$ cat src/rtl/softplus_backward_16_bit.sv
// Softplus backward unit: grad_x = grad_y * sigmoid(x), with sigmoid approximated
// piecewise-linearly over 8 segments on [-6, 6); 3-stage valid/ready pipeline.
module softplus_backward_16_bit #(
    parameter int N = 16,
    parameter int Q = 12
) (
    input  logic                clk,
    input  logic                rst,
    input  logic                in_valid,
    output logic                in_ready,
    input  logic signed [N-1:0] x,
    input  logic signed [N-1:0] grad_y,
    output logic                out_valid,
    input  logic                out_ready,
    output logic signed [N-1:0] grad_x,
    output logic        [N-1:0] sig
);

    localparam int FW = 13;   // frac spans 0..6143 within one segment
    localparam int PW = 23;   // slope * frac product width

    typedef enum logic [1:0] {
        RGN_SEG  = 2'd0,
        RGN_LOW  = 2'd1,
        RGN_HIGH = 2'd2
    } region_e;

    function automatic logic signed [N-1:0] bk(input int unsigned i);
        logic signed [N-1:0] r;
        case (i)
            0:       r = -16'sd24576;
            1:       r = -16'sd18432;
            2:       r = -16'sd12288;
            3:       r = -16'sd6144;
            4:       r = 16'sd0;
            5:       r = 16'sd6144;
            6:       r = 16'sd12288;
            7:       r = 16'sd18432;
            default: r = 16'sd24576;
        endcase
        return r;
    endfunction

    function automatic logic [N-1:0] knot(input logic [2:0] i);
        logic [N-1:0] r;
        case (i)
            3'd0:    r = 16'd10;
            3'd1:    r = 16'd45;
            3'd2:    r = 16'd194;
            3'd3:    r = 16'd747;
            3'd4:    r = 16'd2048;
            3'd5:    r = 16'd3349;
            3'd6:    r = 16'd3902;
            default: r = 16'd4051;
        endcase
        return r;
    endfunction

    function automatic logic [PW-1:0] slope(input logic [2:0] i);
        logic [PW-1:0] r;
        case (i)
            3'd0, 3'd7: r = 23'd23;
            3'd1, 3'd6: r = 23'd99;
            3'd2, 3'd5: r = 23'd369;
            default:    r = 23'd867;
        endcase
        return r;
    endfunction

    // Pipeline state
    logic                v1_q, v2_q, v3_q;
    region_e             rgn1_q, rgn1_d;
    logic [2:0]          seg1_q, seg1_d;
    logic [FW-1:0]       frac1_q, frac1_d;
    logic signed [N-1:0] gy1_q;
    logic [N-1:0]        s2_q, s2_d;
    logic signed [N-1:0] gy2_q;
    logic signed [N-1:0] gx3_q, gx3_d;
    logic [N-1:0]        sig3_q;

    logic                stall;
    logic [PW-1:0]       prod2;
    logic signed [2*N-1:0] prod3;

    assign stall     = v3_q & ~out_ready;
    assign in_ready  = ~stall;
    assign out_valid = v3_q;
    assign grad_x    = gx3_q;
    assign sig       = sig3_q;

    // Stage 1: region and segment select
    always_comb begin
        rgn1_d  = RGN_SEG;
        seg1_d  = '0;
        frac1_d = '0;
        if (x < bk(0)) begin
            rgn1_d = RGN_LOW;
        end else if (x >= bk(8)) begin
            rgn1_d = RGN_HIGH;
        end else begin
            for (int unsigned i = 1; i < 8; i++) begin
                if (x >= bk(i)) seg1_d = 3'(i);
            end
            // Offset is known to fit in FW bits, so modular subtraction is exact.
            frac1_d = FW'(x) - FW'(bk(32'(seg1_d)));
        end
    end

    // Stage 2: sigmoid interpolation
    always_comb begin
        prod2 = slope(seg1_q) * PW'(frac1_q);
        s2_d  = knot(seg1_q) + N'(prod2 >> Q);
        if (rgn1_q == RGN_LOW)  s2_d = '0;
        if (rgn1_q == RGN_HIGH) s2_d = N'(1) << Q;
    end

    // Stage 3: gradient scaling, arithmetic shift floors toward -inf
    always_comb begin
        prod3 = (2*N)'(gy2_q) * (2*N)'($signed({1'b0, s2_q}));
        gx3_d = N'(prod3 >>> Q);
    end

    always_ff @(posedge clk or posedge rst) begin
        if (rst) begin
            v1_q    <= 1'b0;
            v2_q    <= 1'b0;
            v3_q    <= 1'b0;
            rgn1_q  <= RGN_SEG;
            seg1_q  <= '0;
            frac1_q <= '0;
            gy1_q   <= '0;
            s2_q    <= '0;
            gy2_q   <= '0;
            gx3_q   <= '0;
            sig3_q  <= '0;
        end else if (!stall) begin
            v1_q <= in_valid;
            v2_q <= v1_q;
            v3_q <= v2_q;
            if (in_valid) begin
                rgn1_q  <= rgn1_d;
                seg1_q  <= seg1_d;
                frac1_q <= frac1_d;
                gy1_q   <= grad_y;
            end
            if (v1_q) begin
                s2_q  <= s2_d;
                gy2_q <= gy1_q;
            end
            if (v2_q) begin
                gx3_q  <= gx3_d;
                sig3_q <= s2_q;
            end
        end
    end

endmodule

$ cat config.mk
export PLATFORM = sky130hd
export DESIGN_NAME = softplus_backward_16_bit
export DESIGN_NICKNAME = d
export VERILOG_FILES = /design/src/rtl/softplus_backward_16_bit.sv
export SDC_FILE = /design/constraint.sdc
export NUM_CORES = 1
export LEC_CHECK = 0
export CAP_MARGIN = 10
export CORE_MARGIN = 4
export CORE_UTILIZATION = 35
export CTS_BUF_LIST = sky130_fd_sc_hd__clkbuf_4
export CTS_CLUSTER_SIZE = 25
export DETAILED_ROUTE_END_ITERATION = 8
export PLACE_DENSITY_LB_ADDON = 0.1
export SLEW_MARGIN = 20
export SYNTH_ARGS = -nofsm -noshare
export SYNTH_HDL_FRONTEND = slang
export SYNTH_SLANG_ARGS = --single-unit
$ cat constraint.sdc
create_clock -name clk -period 8.6 [get_ports clk]
set_clock_uncertainty 0.1 [all_clocks]
set_input_delay 1.29 -clock clk [delete_from_list [all_inputs] [get_ports clk]]
set_output_delay 1.29 -clock clk [all_outputs]
set_load 0.05 [all_outputs]
=== After elaboration in Yosys (flattened, before gate mapping) ===
Memory sizes are Yosys's and may differ from the RTL's.
Cells that the tools add are included.

* $add $sub $neg: 2
* Multiply operators: 2
* Div/mod/pow operators: 0
* Magnitude comparators: 9
* Equal/unequal tests: 9
* Shift operators: 0
* Mux-type cells: 35
* Bitwise logic cells: 3
* Reduce and logical (&&, ||, !) cells: 7

{| class="wikitable"
|+ Operator list
! cell !! count
|-
| 16-bit 2-to-1 mux || 16
|-
| 16-bit greater-or-equal comparator || 7
|-
| 12-bit case mux with 7 select lines || 1
|-
| 13-bit 2-to-1 mux || 4
|-
| 3-bit 2-to-1 mux || 10
|-
| 10-bit case mux with 3 select lines || 1
|-
| 16-bit by 17-bit multiplier with 28-bit output || 1
|-
| 23-bit by 13-bit multiplier with 23-bit output || 1
|-
| 16-bit by 11-bit adder with 16-bit output || 1
|-
| 16-bit greater-or-equal comparator (second input constant) || 1
|-
| 16-bit less-than comparator (second input constant) || 1
|-
| 13-bit subtractor || 1
|-
| 3-bit equality test (second input constant) || 4
|-
| 3-bit by 2-bit equality test with 1-bit output (second input constant) || 2
|-
| 2-bit AND reduction || 3
|-
| 2-bit OR reduction || 3
|-
| 2-bit 2-to-1 mux || 2
|-
| 3-bit by 1-bit equality test with 1-bit output (second input constant) || 1
|-
| 3-bit logical NOT || 1
|-
| 2-bit by 1-bit equality test with 1-bit output (second input constant) || 1
|-
| 2-bit equality test (second input constant) || 1
|-
| 1-bit NOT || 2
|-
| 1-bit AND || 1
|-
| 1-bit 2-to-1 mux || 1
|}

* Flip-flop bits (word level): 101
* Latch bits: 0
* RAM bits: 0
* Memory bits (read-only): 40
* Input bits: 36
* Output and inout bits: 34
* Memories: 1

{| class="wikitable"
|+ Memory list
! memory !! depth !! width !! read ports !! clocked after memory_dff !! wr ports !! RTL line !! text
|-
| (no name shown) || 8 || 5 || 1 || 0 || 0 || 30 || <nowiki>case (i)</nowiki>
|}

=== Depth between registers and ports, before layout ===
An unclocked memory read counts as a cell.

* Word-level depth: 19
* Depth in mapped cells: 35
* Mapped depth without buffers: 34

=== Worst setup path before layout ===
Ideal clock, no wire load.

* Path kind: reg-to-reg
* Start: register seg1_q[0]
* End: register s2_q[10]
* Setup time: 122 ps
* Arrival: 7369 ps
* Required time: 8378 ps
* Slack: 1010 ps
* Cell stages (with the launch flop): 33
* Path buffers: 1
* Period minus slack after synthesis: 7590 ps
* Cells stage by stage: dfrtp_1 > inv_1 > ha_1 > inv_1 > nor2_1 > a21oi_1 > or2_2 > clkbuf_1 > nand2_1 > fa_1 > fa_1 > inv_1 > fa_1 > fa_1 > inv_1 > fa_1 > inv_1 > ha_1 > a21o_1 > a21o_1 > o21ai_0 > o311ai_2 > a21o_1 > xor2_1 > ha_1 > nor2b_1 > o21ai_1 > a21boi_1 > o21ai_1 > a21boi_1 > o211a_1 > or3_1 > a32o_1

* Word-level cells in the longest chain between the ends: 7
* Elaborated cells between the ends (all ways): 17
* Those cells by class: add/sub: 1; mul: 1; eq/ne: 7; mux: 4; reduce/logical: 4

{| class="wikitable"
|+ Ends and longest elaborated chain
! element !! RTL line !! text
|-
| start, declared || 73 || <nowiki>logic [2:0] seg1_q, seg1_d;</nowiki>
|-
| start signal, assigned || 142 || <nowiki>seg1_q <= seg1_d;</nowiki>
|-
| 3-bit equality test (tied with other cells) || 46, 61 ||
|-
| 2-bit OR reduction || 61 || <nowiki>case (i)</nowiki>
|-
| 10-bit case mux with 3 select lines || 61 ||
|-
| 23-bit by 13-bit multiplier with 23-bit output || 111 || <nowiki>prod2 = slope(seg1_q) * PW'(frac1_q);</nowiki>
|-
| 16-bit by 11-bit adder with 16-bit output * || 112 || <nowiki>s2_d = knot(seg1_q) + N'(prod2 >> Q);</nowiki>
|-
| 16-bit 2-to-1 mux * || 113 || <nowiki>if (rgn1_q == RGN_LOW) s2_d = '0;</nowiki>
|-
| 16-bit 2-to-1 mux * || 114 || <nowiki>if (rgn1_q == RGN_HIGH) s2_d = N'(1) << Q;</nowiki>
|-
| end signal, assigned || 132 || <nowiki>s2_q <= '0;</nowiki>
|-
| end signal, assigned || 147 || <nowiki>s2_q <= s2_d;</nowiki>
|-
| end, declared || 76 || <nowiki>logic [N-1:0] s2_q, s2_d;</nowiki>
|}

Mark *: on every way between the ends. The rest lies on a longest branch, timed or not.
A chain may end at the register's enable or synchronous reset.

=== Worst setup path after layout ===
* Start: register seg1_q[1]
* End: register s2_q[11]

The elaborated chain is that of the path after synthesis.

==> key figures <==
Run status
  – Outcome: finished clean

Synth
  – Post-synth ARST share: 100.0%
  – Synth top area share: 28.87%
  – EDFF count, synth: 0
  – Post-Syn Area: 0.01463 mm²
  – Cells after synthesis: 1,576
  – Yosys warns: 0
  – Syn avg cell area: 9.282 µm²
  – Most frequent cells after synthesis: inv_1, fa_1, ha_1
  – Adder-cell area share of the yosys netlist: 45.81%
  – Post-synthesis compound-gate area fraction: 7.202%
  – Dominant synthesized flop cell: dfrtp_1
  – Largest family of logic cells by synthesized area: adder cells
  – Simple-Gate Fraction of Synth Area: 14.47%
  – Mux contribution to synthesized area: 3.609%
  – Seq/Total Area, Yosys: 16.25%
  – Most frequent cell after synthesis: inv_1
  – Area contributors post-synth: fa_1, ha_1, dfrtp_1
  – XOR/XNOR Fraction of Synth Area: 2.335%
  – Leading area contributor after synthesis: fa_1
  – Post-synthesis register bit count: 95
  – Unique masters post-synth: 62

Global route
  – First-pass GRT wire length: 57,490 µm
  – Pin count of the biggest net entering global routing: 74
  – Vias in the first global route: 10,730
  – Total GRT Usage: 16.21%
  – Antenna violations before repair: 2
  – Global route overflow: 0

Floorplan
  – I/O pin cnt: 70
  – Row cnt: 74
  – Die width: 212.4 µm
  – Core area: 0.04111 mm²
  – Die Y: 212.4 µm
  – Initial Util: 35.59%
  – Die area: 0.04513 mm²

CTS
  – # hold bufs at CTS: 0
  – CTS resizes: 0
  – CTS Sinks: 95
  – Clock latency at the later pin of the worst-skew pair: 590 ps
  – TritonCTS Buffers: 9
  – H-tree lvl count: 3
  – CTS clk-pin slew, worst paths: 220 ps
  – Max Root-Sink Buffers: 2
  – CTS root buffer: clkbuf_4
  – Setup bufs post-CTS: 0
  – CTS tree: built

Setup path
  – Required time of the critical path: 9000 ps
  – Crit Path Class: flip-flop to flip-flop
  – Worst path arrival time: 8330 ps
  – Startpoint type of the worst setup path: flip-flop
  – Buf+Inv Stages, Crit Path: 6
  – Slowest stage delay, CP: 540 ps
  – Top delay family on crit path: adder cells
  – CP Capture Type: flip-flop
  – Crit path max fanout: 13
  – Most frequent CP cell: inv_1
  – Crit-path slowest cell: fa_1

Routing
  – Pre-antenna DRT Iters: 5
  – Final ANT Viol Nets: 0
  – Detailed-route vias per instance: 4.774
  – Total Wirelength: 34,680 µm
  – First DRT Iteration DRCs: 382
  – Wire per inst: 16.15 µm
  – Vias post-DR: 10,260
  – Remaining DRCs: 0

STA
  – RSZ-0062 raised after global routing: no
  – Worst rel slew slack: 31.27%
  – Hold Vio Cnt, Final: 0
  – Fmax: 126.1 MHz
  – TNS Setup: 0 ps
  – Final setup margin: 670.9 ps
  – Period minus WS final: 7929 ps
  – Final worst-path cycle share: 92.20%
  – Slew @ Worst Pin: 1027 ps
  – Final setup violating endpoints: 0
  – Slew Limit Fails: 0

Cells and area
  – FF/Latch Area: 0.002377 mm²
  – Post-route cell area: 0.01602 mm²
  – Multi-input gate area: 0.01076 mm²
  – Post-layout util: 38.97%
  – Fraction of layout cells with a size suffix above 1: 5.576%
  – Layout area overhead: 9.511%
  – Nets: 2,054
  – Fillers: 4,276

Min path
  – Hold crit path type: flip-flop to flip-flop

Placement
  – Placed Instance Area: 0.01583 mm²
  – DP Worst Slack: 596.3 ps
  – GP Congestion: 0.8176
  – DP HPWL: 27,850 µm
  – Buffers on Ports: 66

Job
  – Max Cap Viol: 0
## metal layers
metal  track usage [%]  vias up  wire (µm)
met4             2.976        0        326
met1             23.79     5190      17340
met2             26.33      102      16250
met5                 0        -          0
met3             1.712       15        765
li1                  -     4948          -
## worst paths after layout
kind	from	endpoint	slack, ps	cells past startpoint
worst max-delay path	seg1_q[1]	s2_q[11]	670	31
worst min-delay path	grad_x[12]	grad_x[12]	410	2
worst max register to register	seg1_q[1]	s2_q[11]	670	31
worst min register to register	grad_x[12]	grad_x[12]	410	2
max in group asynchronous	rst	gy1_q[7]	6500	4
min in group asynchronous	rst	grad_x[8]	880	2
## worst min-delay path: cells and delay by family, from the launching register on
kind	cells	cell delay (ps)
AO/OA/AOI/OAI	1	60
flip-flops	1	390
AND/OR/NAND/NOR	1	50
## cells by family after synthesis
family,count (synthesis)
adder cells (fa/ha/maj),409
flip-flops,95
AO/OA/AOI/OAI,157
XOR/XNOR,39
multiplexers,47
buffers and inverters,398
AND/OR/NAND/NOR,430
other,1
## cell usage in the layout, fill, tap and decap left out, types with 4 or more instances in the layout
cell type	n
inv_1	338
fa_1	211
ha_1	198
nand2_1	184
and2_1	127
dfrtp_1	95
clkdlybuf4s50_1	66
mux2_2	46
nor2_1	41
a21oi_1	32
o21ai_0	31
xnor2_1	24
o21ai_1	21
nor2b_1	17
nand2b_1	16
xor2_1	15
a21o_1	14
nand3_1	13
a22o_1	13
buf_4	12
clkbuf_4	9
nor3_1	7
o21a_1	6
or3_1	6
a31oi_1	5
a32o_1	4
clkinv_8	4
## sequential cells by signal, summed over array words and instances, names as in the netlist, 2 cells and up
name / count
frac1_q: 13
s2_q: 13
sig: 13
gy1_q: 16
grad_x: 16
seg1_q: 3
gy2_q: 16
rgn1_q: 2
## layout make-up
class / count / area share (%)
Timing Repair Buffer: 79 / 4.858
Clock buffer: 9 / 0.4217
Clock inverter: 7 / 0.5858
Sequential cell: 95 / 14.84
Antenna cell: 2 / 0.03124
Tap cell: 532 / 4.155
Multi-Input combinational cell: 1085 / 67.15
Inverter: 339 / 7.958
## stage by stage
step                hold slack [ps]  instances
CTS                           421.5       2145
floorplan                     364.4       1578
finish                        412.0       2148
detailed placement            375.2       2129
global placement              367.6       2129
global route                  439.2       2148
Power is not shown: default switching activity piles up to over one toggle a cycle in this logic, so the estimate is an artifact.
